<file path="config.mk">
export PLATFORM = sky130hd
export DESIGN_NAME = tog_event_rx
export DESIGN_NICKNAME = d
export VERILOG_FILES = /design/src/rtl/tog_event_rx.sv
export SDC_FILE = /design/constraint.sdc
export NUM_CORES = 1
export LEC_CHECK = 0
export ABC_AREA = 1
export BUFFER_PORTS_ARGS = -buffer_cell sky130_fd_sc_hd__buf_4
export CAP_MARGIN = 20
export CORE_ASPECT_RATIO = 0.9
export CORE_MARGIN = 1.5
export CORE_UTILIZATION = 40
export CTS_BUF_LIST = sky130_fd_sc_hd__clkbuf_4 sky130_fd_sc_hd__clkbuf_8 sky130_fd_sc_hd__clkbuf_16
export DETAILED_ROUTE_END_ITERATION = 10
export GPL_TIMING_DRIVEN = 0
export PLACE_DENSITY_LB_ADDON = 0.3
export SKIP_LAST_GASP = 1
export SLEW_MARGIN = 20
export SYNTH_ARGS = -nofsm -noshare
export SYNTH_HDL_FRONTEND = slang
export SYNTH_SLANG_ARGS = --single-unit
</file>
<file path="constraint.sdc">
create_clock -name CLK -period 2.3 [get_ports CLK]
set_input_delay 0.69 -clock CLK [delete_from_list [all_inputs] [get_ports CLK]]
set_output_delay 0.69 -clock CLK [all_outputs]
set_load 0.005 [all_outputs]
</file>
<file path="src/rtl/tog_event_rx.sv">
`default_nettype none
// ============================================================================
//  Module   : tog_event_rx
//  Purpose  : Receive side of a toggle-encoded event link. Synchronises the
//             asynchronous TOG wire, turns every level change into one event
//             pulse, queues events behind a valid/ack handshake, counts them
//             and flags queue overruns.
//  Options  : define TOG_RX_GLITCH_FILT_EN to require each new TOG level to
//             be stable for two consecutive cycles before it counts (rejects
//             single-cycle glitches, adds one cycle of latency and one PRIME
//             cycle).
//  Revision : 1.0  initial release
// ============================================================================
module tog_event_rx #(
  parameter int SYNC_STAGES = 2,  // legal range 2..4
  parameter int PEND_W      = 4,  // queue depth is 2^PEND_W-1
  parameter int CNT_W       = 8   // running event count, wraps
) (
  input  logic              CLK,
  input  logic              RST,        // asynchronous, active-low
  input  logic              TOG,
  input  logic              EN,
  input  logic              EVT_ACK,
  input  logic              CLR_OVR,
  output logic              EVT_PULSE,
  output logic              EVT_VALID,
  output logic [PEND_W-1:0] PEND_CNT,
  output logic [CNT_W-1:0]  EVT_CNT,
  output logic              OVR
);

  // PRIME masks detection until the synchroniser holds a real TOG sample,
  // so a line already high at reset release is not mistaken for an event.
`ifdef TOG_RX_GLITCH_FILT_EN
  localparam int PRIME_LEN = SYNC_STAGES + 2;
`else
  localparam int PRIME_LEN = SYNC_STAGES + 1;
`endif
  localparam logic [2:0]        PRIME_LAST = 3'(PRIME_LEN - 1);
  localparam logic [PEND_W-1:0] PEND_MAX   = '1;

  typedef enum logic [1:0] {
    ST_PRIME = 2'd0,
    ST_IDLE  = 2'd1,
    ST_PEND  = 2'd2
  } state_t;

  logic [SYNC_STAGES-1:0] sync_q, sync_d;
  logic                   prev_q, prev_d;
`ifdef TOG_RX_GLITCH_FILT_EN
  // Previous synchronised level, used to confirm a level is stable.
  logic                   hold_q, hold_d;
`endif
  state_t                 state_q, state_d;
  logic [2:0]             prime_cnt_q, prime_cnt_d;
  logic                   pulse_q, pulse_d;
  logic [PEND_W-1:0]      pend_q, pend_d;
  logic [CNT_W-1:0]       evt_cnt_q, evt_cnt_d;
  logic                   ovr_q, ovr_d;

  logic                   det;
  logic                   accept;
  logic                   ack_ok;
  logic                   valid;

  // Synchroniser shift and change detection on the synchronised level.
  always_comb begin
    sync_d = {sync_q[SYNC_STAGES-2:0], TOG};
`ifdef TOG_RX_GLITCH_FILT_EN
    hold_d = sync_q[SYNC_STAGES-1];
    prev_d = (sync_q[SYNC_STAGES-1] == hold_q) ? sync_q[SYNC_STAGES-1] : prev_q;
`else
    prev_d = sync_q[SYNC_STAGES-1];
`endif
    // prev only moves when a (filtered) level change is seen, so a change
    // of prev is exactly one detected event.
    det = prev_d ^ prev_q;
  end

  assign valid  = (pend_q != '0);
  assign accept = det & EN & (state_q != ST_PRIME);
  assign ack_ok = EVT_ACK & valid;

  // Pending queue depth, running count, overrun flag and event pulse.
  always_comb begin
    pend_d    = pend_q;
    evt_cnt_d = evt_cnt_q + {{(CNT_W-1){1'b0}}, accept};
    ovr_d     = ovr_q & ~CLR_OVR;
    pulse_d   = accept;
    if (accept && !ack_ok) begin
      if (pend_q == PEND_MAX) begin
        ovr_d = 1'b1;            // setting beats a same-cycle clear
      end else begin
        pend_d = pend_q + PEND_W'(1);
      end
    end else if (!accept && ack_ok) begin
      pend_d = pend_q - PEND_W'(1);
    end
  end

  // Next-state logic: PRIME timer, then IDLE/PEND track queue occupancy.
  always_comb begin
    state_d     = state_q;
    prime_cnt_d = prime_cnt_q;
    case (state_q)
      ST_PRIME: begin
        if (prime_cnt_q == PRIME_LAST) begin
          state_d = ST_IDLE;
        end else begin
          prime_cnt_d = prime_cnt_q + 3'd1;
        end
      end
      ST_IDLE: begin
        if (accept) begin
          state_d = ST_PEND;
        end
      end
      ST_PEND: begin
        if (pend_d == '0) begin
          state_d = ST_IDLE;
        end
      end
      default: begin
        state_d = ST_PRIME;
      end
    endcase
  end

  // All state registers; reset acts immediately and discards pending events.
  always_ff @(posedge CLK or negedge RST) begin
    if (!RST) begin
      sync_q      <= '0;
      prev_q      <= 1'b0;
`ifdef TOG_RX_GLITCH_FILT_EN
      hold_q      <= 1'b0;
`endif
      state_q     <= ST_PRIME;
      prime_cnt_q <= 3'd0;
      pulse_q     <= 1'b0;
      pend_q      <= '0;
      evt_cnt_q   <= '0;
      ovr_q       <= 1'b0;
    end else begin
      sync_q      <= sync_d;
      prev_q      <= prev_d;
`ifdef TOG_RX_GLITCH_FILT_EN
      hold_q      <= hold_d;
`endif
      state_q     <= state_d;
      prime_cnt_q <= prime_cnt_d;
      pulse_q     <= pulse_d;
      pend_q      <= pend_d;
      evt_cnt_q   <= evt_cnt_d;
      ovr_q       <= ovr_d;
    end
  end

  assign EVT_PULSE = pulse_q;
  assign EVT_VALID = valid;
  assign PEND_CNT  = pend_q;
  assign EVT_CNT   = evt_cnt_q;
  assign OVR       = ovr_q;

endmodule
`default_nettype wire

</file>
### Word level (Yosys, flattened, before mapping)

Index checks and enable logic that the tools add are counted.

* register bits after elaboration: 22
* input bits: 6
* output and inout port bits: 15

* $add $sub $neg: 4
* equality and inequality tests: 7
* multiplexer cells: 9
* bitwise gates (word level): 7
* reduce and logical (&&, ||, !) cells: 10

Operators by type and width (count)
* 4-bit 2-to-1 mux: 3
* 8-bit by 1-bit adder with 8-bit output: 1
* 2-bit 2-to-1 mux: 3
* 2-bit != test (second input constant): 3
* 2-bit case mux with 3 select lines: 1
* 4-bit by 1-bit adder with 4-bit output (second input constant): 1
* 1-bit AND: 4
* 4-bit equality test (second input constant): 1
* 4-bit logical NOT: 1
* 4-bit nonzero test: 1
* 4-bit by 1-bit subtractor with 4-bit output (second input constant): 1
* 3-bit by 1-bit adder with 3-bit output (second input constant): 1
* 3-bit by 2-bit equality test with 1-bit output (second input constant): 1
* 3-bit AND reduction: 1
* 2-bit by 1-bit equality test with 1-bit output (second input constant): 1
* 2-bit equality test (second input constant): 1
* 1-bit logical AND: 2
* 1-bit logical NOT: 2
* 2-bit logical NOT: 1
* 1-bit 2-to-1 mux: 2
* 1-bit inverter: 2
* 2-bit AND reduction: 1
* 2-bit nonzero test: 1
* 1-bit bitwise XOR: 1

### Longest topological paths before layout

Gate-level depths: netlist of run 1.

* depth after elaboration: 10
* gate-level depth with buffers: 14

### Least setup slack after synthesis of run 1

Ideal clock, no wire load.

* path kind: input to register
* start: input EN
* end: register evt_cnt_q[6] (netlist: EVT_CNT[6])
* arrival time: 1.716 ns
* data required time: 2.221 ns
* slack: 0.505 ns
* stages on the path: 7
* buffers on the path: 0
* cells stage by stage: o21ai_1 > nor2_2 > ha_1 > ha_1 > nand3_1 > nor2_1 > xor2_1

* cells in the longest elaborated chain, start to end: 3

RTL lines
* start, declared: RTL line 22 `input logic EN,`
* 1-bit AND (2 in a row): RTL line 81 `assign accept = det & EN & (state_q != ST_PRIME);`
* named net accept: RTL line 62 `logic accept;`
* 8-bit by 1-bit adder with 8-bit output: RTL line 87 `evt_cnt_d = evt_cnt_q + {{(CNT_W-1){1'b0}}, accept};`
* named net evt_cnt_d[6]: RTL line 58 `logic [CNT_W-1:0] evt_cnt_q, evt_cnt_d;`
* end signal, assigned: RTL line 153 `evt_cnt_q <= evt_cnt_d;`
* end, declared: RTL line 58

The timed path passes the listed nets, and every way through them passes these cells.
A chain may end at the register's enable or synchronous reset.

### Worst setup path in the final report of run 1

* start: register pend_q[0] (netlist: PEND_CNT[0])
* end: output EVT_VALID

* cells in the longest elaborated chain, start to end: 1

RTL lines
* start, declared: RTL line 57 `logic [PEND_W-1:0] pend_q, pend_d;`
* start signal, assigned: RTL line 152 `pend_q <= pend_d;`
* 4-bit nonzero test: RTL line 80 `assign valid = (pend_q != '0);`
* end, declared: RTL line 26 `output logic EVT_VALID,`

No other way between the ends.

==> qor.txt, run 1 <==
worst hold path class - in -> async
maxcap violations - 0
Cell Pwr Density - 1100 nW/um^2
arrival time worst endpoint - 1.37 ns
Die X - 60.0 um
DR vias/cell - 4.73
Hold-fix buffers, CTS - 0
largest net degree at the start of global routing - 23
hold_ws - 0.246 ns
Worst EP required - 1.61 ns
setup TNS - 0 ns
fin crit share - 89.7%
WS Path Type - reg -> out
worst slew pin tran - 0.392 ns
synthesized flop and latch total - 22
Final WS setup - 0.238 ns
initial drt markers - 14
Slew Limit Fails - 0
number of nets with antenna violations after routing - 0
status - complete, no violations
clock share of power - 13.5%
CTS clk-pin slew, worst paths - 0.12 ns
Placed Area - 1370 sq um
# diodes - 0
yosys warns - 0
Port Buf Inserts - 20
aggregate global routing overflow - 0
final design instance area without fill - 1410 sq um
Mapped Cells - 124
# IOs - 21
largest family of logic cells by synthesized area - simple AND/OR/NAND/NOR gates
Std-Cell Rows - 18
clock tree buffer depth - 2
first-pass GRT wire length - 3.64 mm
chip height - 54.3 um
First-pass DRT Iterations - 4
compound-gate portion of the synthesized area - 5.78%
layout cells sized above 1 - 29.7%
Mapped Nets - 136
mean routed wirelength per cell - 11.0 um
vias in the first global route - 786
Leak Pwr - 0.722 nW
final WL - 2.07 mm
Final HPWL DP - 1.60 mm
TritonCTS Buffers - 3
Area Growth Syn to Fin - 20.2%
CP Capture Type - output pin
RSZ-0062 raised after global routing - no
Max Fclk - 0.485 GHz
maximum vdd ir drop - 0.597 mV
sw frac - 40.5%
initial antenna violation count - 0
CTS tree - built
Slew headroom - 73.9%
Final nets - 161
mux cell area share after synthesis - 0%
xor/xnor share of the synthesized area - 6.75%
post-CTS setup buffer count - 0
Main synth FF type - dfrtp_1
leading area contributor after synthesis - dfrtp_1
synthesized area - 1170 sq um
Root Buffer - clkbuf_4
pre-CTS setup slack - 0.176 ns
min Tclk post-route - 2.06 ns
worst skew pair latency - 0.30 ns
Avg Cell Area, Syn - 9.42 sq um
ys async rst share - 100%
P_int - 0.000921 W
via count - 890
Post-route DRC - 0
FF-to-FF path depth - 11
Max Clock Skew - 0.00470 ns
Logic pwr share - 46.6%
synth cell count leaders - nand2_1, dfrtp_1, nand3_1
die area - 3260 sq um
switching power - 0.000626 W
Resized cells post-CTS - 0
Crit Path Max Fanout - 6
final hold violation count - 0
post-synth cell types - 25
Initial Util - 42.2%
Synth Area in Adders - 6.42%
Setup crit start kind - flop
Post-Synth Simple-Gate Area - 28.8%
final setup violation count - 0
GRT Total Usage - 15.1%
number of flops mapped to enable cells by yosys - 0
CTS sink count - 22
core footprint - 2770 sq um
count leader, synth - nand2_1
register share of total power - 39.9%
synth top area cells - dfrtp_1, nand2_1, ha_1, nand3_1, xor2_1
Seq/Total Area, Yosys - 47.1%
routability cong. - 0.837
Yosys top cell area share - 47.1%
CTS H-tree depth - 1
[sequential cells by signal, indices dropped and copies added, names as in the netlist]
name         count
PEND_CNT         4
prev_q           1
prime_cnt_q      3
sync_q           2
EVT_CNT          8
EVT_PULSE        1
OVR              1
state_q          2
[per-stage QoR]
step	utilization [%]	total power (W)	std cells
5_1_grt	50.7	0.00169	188
2_1_floorplan	-	0.00109	124
6_report	50.7	0.00155	188
4_1_cts	50.7	0.00157	188
3_5_place_dp	49.4	0.00135	184
3_3_place_gp	49.4	0.00133	184
[critical path, stage by stage, from the launching register on]
cell,delay [ns]
dfrtp_1,0.46
inv_1,0.10
ha_1,0.28
nand2_2,0.09
buf_4,0.14
[layout make-up]
| type | count | area, sq um |
|---|---|---|
| Fill cell | 274 | 1370 |
| Tap cell | 40 | 50.0 |
| Timing Repair Buffer | 20 | 150 |
| Inverter | 13 | 48.8 |
| Clock buffer | 4 | 36.3 |
| Multi-Input combinational cell | 88 | 558 |
| Buffer | 1 | 11.3 |
| Sequential cell | 22 | 551 |
[kinds of logic after synthesis]
family | count (synthesis)
buffers and inverters | 14
adder cells (fa/ha/maj) | 6
flip-flops | 22
XOR/XNOR | 9
AO/OA/AOI/OAI | 9
AND/OR/NAND/NOR | 64
[cells in the final DEF, fill, tap and decap left out, drive strengths merged, types with 3 or more instances in the layout]
master / count
o21ai: 3
clkbuf: 4
xor2: 6
nand3: 14
nor2: 11
nand2: 36
inv: 13
ha: 6
dfrtp: 22
buf: 21
xnor2: 3
[power groups by stage]
stage	logic, W	clock network [W]	registers [W]
2_1_floorplan	0.000483	0	0.000611
3_5_place_dp	0.000731	0	0.000623
3_3_place_gp	0.000711	0	0.000619
4_1_cts	0.000733	0.000222	0.000617
5_1_grt	0.000819	0.000232	0.000638
6_report	0.000721	0.000209	0.000617
[path summary, 6_finish.rpt]
path,startpoint,to,slack [ns]
worst max-delay path,PEND_CNT[0],EVT_VALID,0.24
worst min-delay path,RST,EVT_CNT[6],0.25
worst max register to register,PEND_CNT[0],state_q[0],0.48
worst min register to register,sync_q[0],sync_q[1],0.38
max in group asynchronous,RST,OVR,1.83
min in group CLK,sync_q[0],sync_q[1],0.38
[metal layers]
layer	GRT usage [%]	share of wire, %	vias up	wire length (um)
li1	-	-	453	-
met1	20.9	49	412	1020
met2	24.8	45	23	936
met3	3.55	4.9	2	101
met4	2.22	0.48	0	10
met5	0	0	-	0
Power figures use the tool's default switching activity.
==> run 2: changes to the inputs <==
--- a/config.mk
+++ b/config.mk
@@ -8,12 +8,12 @@
 export ABC_AREA = 1
 export BUFFER_PORTS_ARGS = -buffer_cell sky130_fd_sc_hd__buf_4
 export CAP_MARGIN = 20
-export CORE_ASPECT_RATIO = 0.9
 export CORE_MARGIN = 1.5
 export CORE_UTILIZATION = 40
 export CTS_BUF_LIST = sky130_fd_sc_hd__clkbuf_4 sky130_fd_sc_hd__clkbuf_8 sky130_fd_sc_hd__clkbuf_16
 export DETAILED_ROUTE_END_ITERATION = 10
 export GPL_TIMING_DRIVEN = 0
+export MAX_ROUTING_LAYER = met4
 export PLACE_DENSITY_LB_ADDON = 0.3
 export SKIP_LAST_GASP = 1
 export SLEW_MARGIN = 20
==> constraint.sdc (replaced) <==
create_clock -name CLK -period 2.4 [get_ports CLK]
set_input_delay 0.72 -clock CLK [delete_from_list [all_inputs] [get_ports CLK]]
set_output_delay 0.72 -clock CLK [all_outputs]
set_load 0.005 [all_outputs]
==> run 2 against run 1 <==
Effect of this change: total power fell by 3.7%; cell count fell by 4.8%; register-to-register slack improved by 0.05 ns; die area barely moved; via count rose by 0.22%; global-route usage rose by 0.081 points; setup slack improved by 0.040 ns; critical path type unchanged.
==> qor.txt, run 2 (synthesis gave the netlist of run 1 again) <==
Post-route DRC - 0 (unchanged)
DP Cell Count - 175 (-4.9%)
final setup violation count - 0 (unchanged)
met2 routed WL - 1.09 mm (+16%)
routed wl met3 - 81 um (-20%)
TritonCTS Buffers - 3 (unchanged)
final hold violation count - 0 (unchanged)
maximum vdd ir drop - 0.711 mV (+19%)
vias in the first global route - 930 (+18%)
via count - 892 (+0.22%)
Leak Pwr - 0.722 nW (unchanged)
commonest non-fill, non-tap cell in the layout - nand2_1
mean routed wirelength per cell - 11.6 um (+5.0%)
GRT Total Usage - 15.2% (+0.081 points)
Setup crit start kind - flop
CTS sink count - 22 (unchanged)
Port Buf Inserts - 20 (unchanged)
DR vias/cell - 4.98 (+5.3%)
Max Clock Skew - 0.0116 ns (+0.00688 ns)
Slew headroom - 78.2% (+4.3 points)
CP Capture Type - output pin
maxcap violations - 0 (unchanged)
final WL - 2.07 mm (about the same)
CTS tree - built
WS Path Type - reg -> out
routability cong. - 0.780 (-6.8%)
fin crit share - 88.4%
status - complete, no violations
first-pass GRT wire length - 3.76 mm (+3.4%)
Area Growth Syn to Fin - 19.3%
Max Fclk - 0.471 GHz
Final nets - 161 (unchanged)
Largest register FFs - 8 (unchanged)
core footprint - 2760 sq um (-0.45%)
fin util - 50.5% (-0.18 points)
Crit Path Max Fanout - 6 (unchanged)
chip height - 57.1 um (+5.1%)
Non-Filler Instances - 179 (-4.8%)
Initial Util - 42.4% (+0.19 points)
arrival time worst endpoint - 1.40 ns (+0.03 ns)
First-pass DRT Iterations - 4 (unchanged)
total chip power - 0.00149 W (-3.7%)
post-CTS setup buffer count - 0 (unchanged)
most frequent cells in the layout - nand2_1, dfrtp_1, buf_4
Final HPWL DP - 1.64 mm (+2.6%)
CTS H-tree depth - 1 (unchanged)
clock tree buffer depth - 2 (unchanged)
Cell Pwr Density - 1070 nW/um^2 (-3.0%)
die area - 3250 sq um (about the same)
Std-Cell Rows - 19 (+1)
setup TNS - 0 ns (unchanged)
Root Buffer - clkbuf_4
M1 wire length - 903 um (-12%)
# fillers - 262 (-4.4%)
# IOs - 21 (unchanged)
FF-to-FF path depth - 13 (+2)
layout cells sized above 1 - 29.7% (unchanged)
reg-to-reg slack, setup - 0.53 ns (+0.05 ns)
Resized cells post-CTS - 0 (unchanged)
CTS clk-pin slew, worst paths - 0.13 ns (about the same)
worst hold path class - in -> async
hold_ws - 0.273 ns (+0.0279 ns)
RSZ-0062 raised after global routing - no
R2R Path Start - PEND_CNT[0]
min Tclk post-route - 2.12 ns
worst skew pair latency - 0.30 ns (about the same)
# diodes - 0 (unchanged)
initial drt markers - 14 (unchanged)
Slew Limit Fails - 0 (unchanged)
worst slew pin tran - 0.327 ns (-0.0649 ns)
aggregate global routing overflow - 0 (unchanged)
Die X - 57.1 um (-4.9%)
initial antenna violation count - 0 (unchanged)
highest routed layer - met3
Worst EP required - 1.68 ns (+0.07 ns)
reg2reg end - state_q[0]
Hold-fix buffers, CTS - 0 (unchanged)
number of nets with antenna violations after routing - 0 (unchanged)
largest net degree at the start of global routing - 23 (unchanged)
==> run 2: area by class of cell <==
class | instances | area, sq um | area share, %
multi-input combinational | 88 | 558 | 40.0
timing repair buffer | 20 | 150 | 10.8
buffer | 1 | 11.3 | 0.808
inverter | 13 | 48.8 | 3.50
tap | 31 | 38.8 | 2.78
sequential | 22 | 551 | 39.5
clock buffer | 4 | 36.3 | 2.60
==> run 2: worst max-delay path by stage <==
stage                startpoint          to  slack, ns
finish              PEND_CNT[0]   EVT_VALID       0.28
global route        PEND_CNT[1]   EVT_VALID       0.19
CTS                 PEND_CNT[0]   EVT_VALID       0.28
detailed placement           EN  EVT_CNT[6]       0.25
global placement             EN  EVT_CNT[6]       0.29
floorplan                    EN  EVT_CNT[6]       0.57
==> run 2: metal layers <==
layer / track usage (%) / up-vias
met5: - / -
met4: 5.32 / 0
met3: 3.17 / 0
met2: 25.6 / 16
met1: 18.0 / 429
li1: - / 447
==> run 2: report_power, final <==
part           internal [W]  switching, W  leakage, nW  total, W
registers          0.000472      0.000122        0.274  0.000594
clock network     0.0000925      0.000108       0.0210  0.000201
logic              0.000318      0.000377        0.428  0.000695
==> run 2: through the flow <==
stage                     setup WS [ns]  area (sq um)
after global placement            0.291          1360
after CTS                         0.282          1390
after global routing              0.189          1390
after floorplan                   0.575          1170
after detailed placement          0.246          1360
final                             0.278          1390
==> run 2: worst max-delay path, stage by stage, from the launching register on <==
cell	delay, ns
dfrtp_1	0.48
inv_1	0.11
ha_1	0.28
nand2_2	0.09
buf_4	0.14
